### config.mk
export PLATFORM = sky130hd
export DESIGN_NAME = instr_fetch_unit
export DESIGN_NICKNAME = d
export VERILOG_FILES = /design/src/rtl/instr_fetch_unit.sv
export SDC_FILE = /design/constraint.sdc
export NUM_CORES = 1
export LEC_CHECK = 0
export BUFFER_PORTS_ARGS = -buffer_cell sky130_fd_sc_hd__clkbuf_2
export CAP_MARGIN = 30
export CORE_ASPECT_RATIO = 1.5
export CORE_MARGIN = 2
export CORE_UTILIZATION = 40
export CTS_BUF_LIST = sky130_fd_sc_hd__clkbuf_4 sky130_fd_sc_hd__clkbuf_8
export DETAILED_ROUTE_END_ITERATION = 12
export HOLD_SLACK_MARGIN = 0.06
export MAX_ROUTING_LAYER = met4
export PLACE_DENSITY = 0.7
export SYNTH_ARGS = -nofsm -noshare
export SYNTH_HDL_FRONTEND = slang
export SYNTH_SLANG_ARGS = --single-unit
### constraint.sdc
create_clock -name clk -period 3 [get_ports clk]
set_input_delay 0.3 -clock clk [delete_from_list [all_inputs] [get_ports clk]]
set_output_delay 0.3 -clock clk [all_outputs]
set_load 0.02 [all_outputs]
### src/rtl/instr_fetch_unit.sv
// Instruction fetch sequencer: reads four bytes per word from an async-read byte ROM,
// assembles them big-endian and hands the word to decode over a valid/ready handshake.
module instr_fetch_unit #(
  parameter int unsigned          PC_WIDTH          = 32,
  parameter int unsigned          ADDR_WIDTH        = 10,
  parameter int unsigned          DATA_WIDTH        = 8,
  parameter int unsigned          INSTRUCTION_WIDTH = 32,
  parameter logic [PC_WIDTH-1:0]  RESET_PC          = '0
) (
  input  logic                         clk,
  input  logic                         rst,
  input  logic                         redirect_en,
  input  logic [PC_WIDTH-1:0]          redirect_pc,
  output logic [ADDR_WIDTH-1:0]        mem_addr,
  input  logic [DATA_WIDTH-1:0]        mem_rdata,
  output logic [INSTRUCTION_WIDTH-1:0] instr,
  output logic [PC_WIDTH-1:0]          instr_pc,
  output logic                         instr_valid,
  input  logic                         instr_ready
);

  localparam int unsigned         CNT_WIDTH  = 2;
  localparam int unsigned         KEEP_WIDTH = INSTRUCTION_WIDTH - DATA_WIDTH;
  localparam logic [PC_WIDTH-1:0] RESET_PC_ALIGNED = {RESET_PC[PC_WIDTH-1:2], 2'b00};
  localparam logic [PC_WIDTH-1:0] PC_STEP          = PC_WIDTH'(4);
  localparam logic [CNT_WIDTH-1:0] LAST_BYTE       = CNT_WIDTH'(3);

  typedef enum logic [0:0] {
    FETCH = 1'b0,
    HOLD  = 1'b1
  } state_e;

  state_e                         state_q, state_d;
  logic [PC_WIDTH-1:0]            fetch_pc_q, fetch_pc_d;
  logic [CNT_WIDTH-1:0]           byte_cnt_q, byte_cnt_d;
  logic [INSTRUCTION_WIDTH-1:0]   instr_buf_q, instr_buf_d;

  // Low redirect bits are ignored: targets are always word-aligned.
  logic unused_redirect_lsbs;
  assign unused_redirect_lsbs = ^redirect_pc[1:0];

  // ROM byte address wraps modulo the ROM size.
  assign mem_addr = ADDR_WIDTH'(fetch_pc_q + PC_WIDTH'(byte_cnt_q));

  // Outputs come straight from flops, so decode never sees a path from ready/redirect.
  assign instr_valid = (state_q == HOLD);
  assign instr       = instr_buf_q;
  assign instr_pc    = fetch_pc_q;

  always_ff @(posedge clk) begin
    if (rst) begin
      state_q     <= FETCH;
      fetch_pc_q  <= RESET_PC_ALIGNED;
      byte_cnt_q  <= '0;
      instr_buf_q <= '0;
    end else begin
      state_q     <= state_d;
      fetch_pc_q  <= fetch_pc_d;
      byte_cnt_q  <= byte_cnt_d;
      instr_buf_q <= instr_buf_d;
    end
  end

  always_comb begin
    state_d     = state_q;
    fetch_pc_d  = fetch_pc_q;
    byte_cnt_d  = byte_cnt_q;
    instr_buf_d = instr_buf_q;

    if (redirect_en) begin
      // Redirect wins over fetch and handshake; a partially built word is simply overwritten later.
      fetch_pc_d = {redirect_pc[PC_WIDTH-1:2], 2'b00};
      byte_cnt_d = '0;
      state_d    = FETCH;
    end else begin
      unique case (state_q)
        FETCH: begin
          instr_buf_d = {instr_buf_q[KEEP_WIDTH-1:0], mem_rdata};
          byte_cnt_d  = CNT_WIDTH'(byte_cnt_q + CNT_WIDTH'(1));
          if (byte_cnt_q == LAST_BYTE) begin
            state_d = HOLD;
          end
        end
        HOLD: begin
          if (instr_ready) begin
            fetch_pc_d = fetch_pc_q + PC_STEP;
            state_d    = FETCH;
          end
        end
        default: begin
          state_d = FETCH;
        end
      endcase
    end
  end

endmodule

[Word-level counts from Yosys, hierarchy flattened]
Cells that the tools add are included.
Storage, ports and cells
  output and inout port bits: 75
  input bits: 44
  bits in registers: 67
  word-level logic and storage cells: 23
Cells by class
  bitwise logic cells: 2
  $add $sub $neg: 3
  eq/ne operators: 1
  reductions and logical operators: 6
  muxes and demuxes: 6
Operators by type and width (count)
  32-bit 2-to-1 mux: 3
  32-bit by 3-bit adder with 32-bit output, second input constant: 1
  10-bit by 2-bit adder with 10-bit output: 1
  2-bit AND reduction: 3
  2-bit nonzero test: 2
  2-bit by 1-bit adder with 2-bit output, second input constant: 1
  2-bit == test, second input constant: 1
  1-bit 2-to-1 mux: 2
  1-bit inverter: 2
  1-bit one-hot mux with 2 select lines: 1
  2-bit OR reduction: 1

[Depth between registers and ports, before layout]
  depth after elaboration: 4
  depth in mapped cells: 6
  mapped depth without buffers: 5

[Worst setup path after synthesis]
OpenSTA, ideal clock, no wires.
  path type: register to register
  start point: register fetch_pc_q[7] (netlist: instr_pc[7])
  end point: register fetch_pc_q[27] (netlist: instr_pc[27])
  library setup time: 0.091 ns
  path slack: 0.862 ns
  arrival time: 2.047 ns
  data required time: 2.909 ns
  stages on the path, launching flop included: 6
  buffers on the path: 1
  period minus slack after synthesis: 2.138 ns
  cell sequence: dfxtp_1 -> nand3_1 -> or4_4 -> buf_6 -> or4_1 -> a311oi_1
Between the ends
  longest elaborated chain between the ends: 4
RTL lines
  from (decl): line 34  | logic [PC_WIDTH-1:0] fetch_pc_q, fetch_pc_d;
  from (signal assigned): line 58  | fetch_pc_q <= fetch_pc_d;
  32-bit by 3-bit adder with 32-bit output: line 86  | fetch_pc_d = fetch_pc_q + PC_STEP;
  32-bit 2-to-1 mux: line 85  | if (instr_ready) begin
  32-bit 2-to-1 mux: line 76  | unique case (state_q)
  32-bit 2-to-1 mux: line 70  | if (redirect_en) begin
Every way passes these cells. The select of a mux whose other input is x is not followed.
A chain may end at the register's enable or synchronous reset.

[Worst setup path after layout]
  start point: register fetch_pc_q[4] (netlist: instr_pc[4])
  end point: register fetch_pc_q[20] (netlist: instr_pc[20])
The elaborated chain is that of the path after synthesis.

==> flow_summary.toml <==
[placement]
dp_hpwl_um = 5774
gp_congestion = 0.9176
placedCellCount = 568
port-buffer-count = 114

[setup_path]
worstPathArrival_ns = 2.55
cp.required_ns = 3.26
critPathLaunchType = "flip-flop"
endpoint_kind = "flip-flop"
path_class = "flip-flop to flip-flop"
cp_max_fo = 18

[clock_network]
postCtsHoldBufs = 0
path_clk_slew_ns = 0.08
clkSinkCount = 65
cts_buffer_depth = 2
cts_inserted_buffers = 9
h-tree-depth = 3
cts.repair.resized = 0
clk-insertion-delay-late_ns = 0.35
cts_root_buffer = "clkbuf_8"
cts_tree = "built"
post_cts_buffers = 0

[detailed_routing]
via_per_inst = 5.272
wl_per_cell_um = 13.84
met1Wirelength_um = 3218
drtIter0Drc = 107
wl_met3_um = 624
drc = 0
ant_nets = 0
route.vias.total = 3079
top_layer = "met4"
dr.pass1.iters = 4
wirelength_um = 8084
wl_met2_um = 3990

[power]
p_per_area_nw_per_um2 = 568.9
ir_drop_v = 0.0003965
p_leak_nw = 1.569

[grt]
grt_pass1_vias = 2750
grt_usage_pct = 20.17
globalRouteOverflowTotal = 0
grt_max_degree = 37
grt_pass1_wl_um = 12820
antenna_found_initial = 0

[floorplan]
dieArea_um2 = 8375
die_w_um = 75.39
placeableCoreArea_um2 = 7515
initial_core_util_pct = 40.69
rows = 39
fp.dieH_um = 111.1
ioPinCount = 119

[logic_synthesis]
avgSynthCellArea_um2 = 7.984
yosys.cell_types.count = 41
synth.top_cell.area_share_pct = 42.55
yosysWarningCount = 0
synth_area_um2 = 3058
synth_seq_area_share_pct = 42.55
syn_inst = 383
ys_seq_elements = 65
synth_area_leaders = "dfxtp_1, nand2_1, a21oi_1, a311oi_1, nor2_1"
synth_top_area_cell = "dfxtp_1"

[timing]
fin_setup_tns_ns = 0
fin_crit_sh_pct = 76.36
skew_ns = 0.006831
setup_viol = 0
final.min_clock_period_ns = 2.291
final_hold_viol_count = 0
maxSlewViolCount = 0
slew_headroom_pct = 58.18
tightest_slew_ns = 0.6216
rsz0062_at_grt = "false"
max_freq_ghz = 0.4365

[hold_path]
min_path_type = "primary input to flip-flop"

[layout]
area_growth_pct = 26.84
fin_cells = 584
n_antenna_cell = 0
multiInputGateArea_um2 = 1545
finalNetCount = 523
fillers = 776
drive_above_1_share_pct = 29.05
register_area_um2 = 1301

[job]
maxCapViolCount = 0

[run_status]
status = "completed"
## cells by family after synthesis
| kind of cell | Yosys count | synth area share, % |
|---|---|---|
| buf+inv | 45 | 7.120 |
| mux | 2 | 0.6547 |
| compound gates | 81 | 17.51 |
| simple gates | 175 | 27.78 |
| flops | 65 | 42.55 |
| other cells | 1 | 0.1226 |
| fa+ha+maj | 2 | 0.8182 |
| xor+xnor | 12 | 3.437 |
## synthesized netlist by cell type
cell / number
xnor2_1: 9
or2_2: 2
ha_1: 2
nor3_1: 8
o31ai_1: 10
o31a_1: 1
and3_1: 4
a21oi_1: 34
a211oi_1: 10
or3_1: 3
a311oi_1: 12
o21ai_0: 5
nor4_1: 7
xor2_1: 3
buf_1: 2
nor4bb_1: 1
conb_1: 1
a2111oi_0: 2
or4_1: 11
or4_4: 1
o211ai_1: 2
a32oi_1: 2
nor4b_1: 1
clkbuf_1: 21
and4_1: 6
a221oi_1: 1
buf_2: 3
nand4_1: 7
inv_1: 7
buf_6: 1
mux2i_1: 2
clkinv_1: 1
dfxtp_1: 65
nand3_1: 12
o211a_1: 1
nand2_1: 83
nand2b_1: 1
nand4_4: 1
buf_4: 10
nor2_1: 27
a22oi_1: 1
## where the power goes
group / leakage [nW] / switching [mW] / internal (mW)
registers: 0.534 / 0.0498 / 0.904
logic: 0.902 / 0.161 / 0.0911
clock network: 0.133 / 0.363 / 0.637
total: 1.57 / 0.574 / 1.63
## cell type report
type / instances / area share, %
Clock buffer: 9 / 3.194
Multi-Input combinational cell: 274 / 39.84
Tap cell: 102 / 3.290
Inverter: 8 / 0.7742
Timing Repair Buffer: 119 / 15.68
Clock inverter: 7 / 3.677
Sequential cell: 65 / 33.55
## cell usage in the layout (no fill, tap or decap), types with 5 or more instances in the layout
cell / Yosys / layout
clkbuf_2: 0 / 114
nand2_1: 83 / 83
dfxtp_1: 65 / 65
a21oi_1: 34 / 34
nor2_1: 27 / 26
nand3_1: 12 / 12
a311oi_1: 12 / 12
or4_1: 11 / 11
a211oi_1: 10 / 10
o31ai_1: 10 / 10
xnor2_1: 9 / 9
clkbuf_8: 0 / 9
nor3_1: 8 / 8
inv_1: 7 / 7
nand4_1: 7 / 7
nor4_1: 7 / 7
and4_1: 6 / 6
o21ai_0: 5 / 5
buf_4: 10 / 5
## worst paths after layout
path,from,to,slack (ns),depth (start not counted)
min,mem_rdata[3],instr[3],0.16,3
max,instr_pc[4],instr_pc[20],0.71,5
min reg2reg,instr[25],instr[25],0.46,2
max reg2reg,instr_pc[4],instr_pc[20],0.71,5
## metrics by stage
step	power (mW)	setup WS, ns	instance area (um2)	utilization, %	hold slack, ns
2_1_floorplan	1.135	0.8625	3062	-	0.4360
3_3_place_gp	1.222	0.7606	3612	48.07	0.4419
3_5_place_dp	1.228	0.7295	3612	48.07	0.4499
4_1_cts	2.232	0.7017	3879	51.62	0.1406
5_1_grt	2.297	0.4843	3879	51.62	0.1578
6_report	2.206	0.7091	3879	51.62	0.1593
## state kept, by name, summed over array words and instances (netlist names)
name	count
byte_cnt_q	2
instr_valid	1
instr	32
instr_pc	30
## layer usage
metal | vias up | track usage, %
met4 | 0 | 11.58
met2 | 116 | 32.00
li1 | 1555 | -
met1 | 1391 | 22.81
met3 | 17 | 4.091
met5 | - | -
## worst max-delay path, stage by stage, from the launching register on
cell and delay (ns):
dfxtp_1 0.47, nand3_1 0.11, buf_4 0.18, or3_1 0.59
or4_1 0.58, a311oi_1 0.26
No activity file was read; power rests on OpenSTA's default activity.
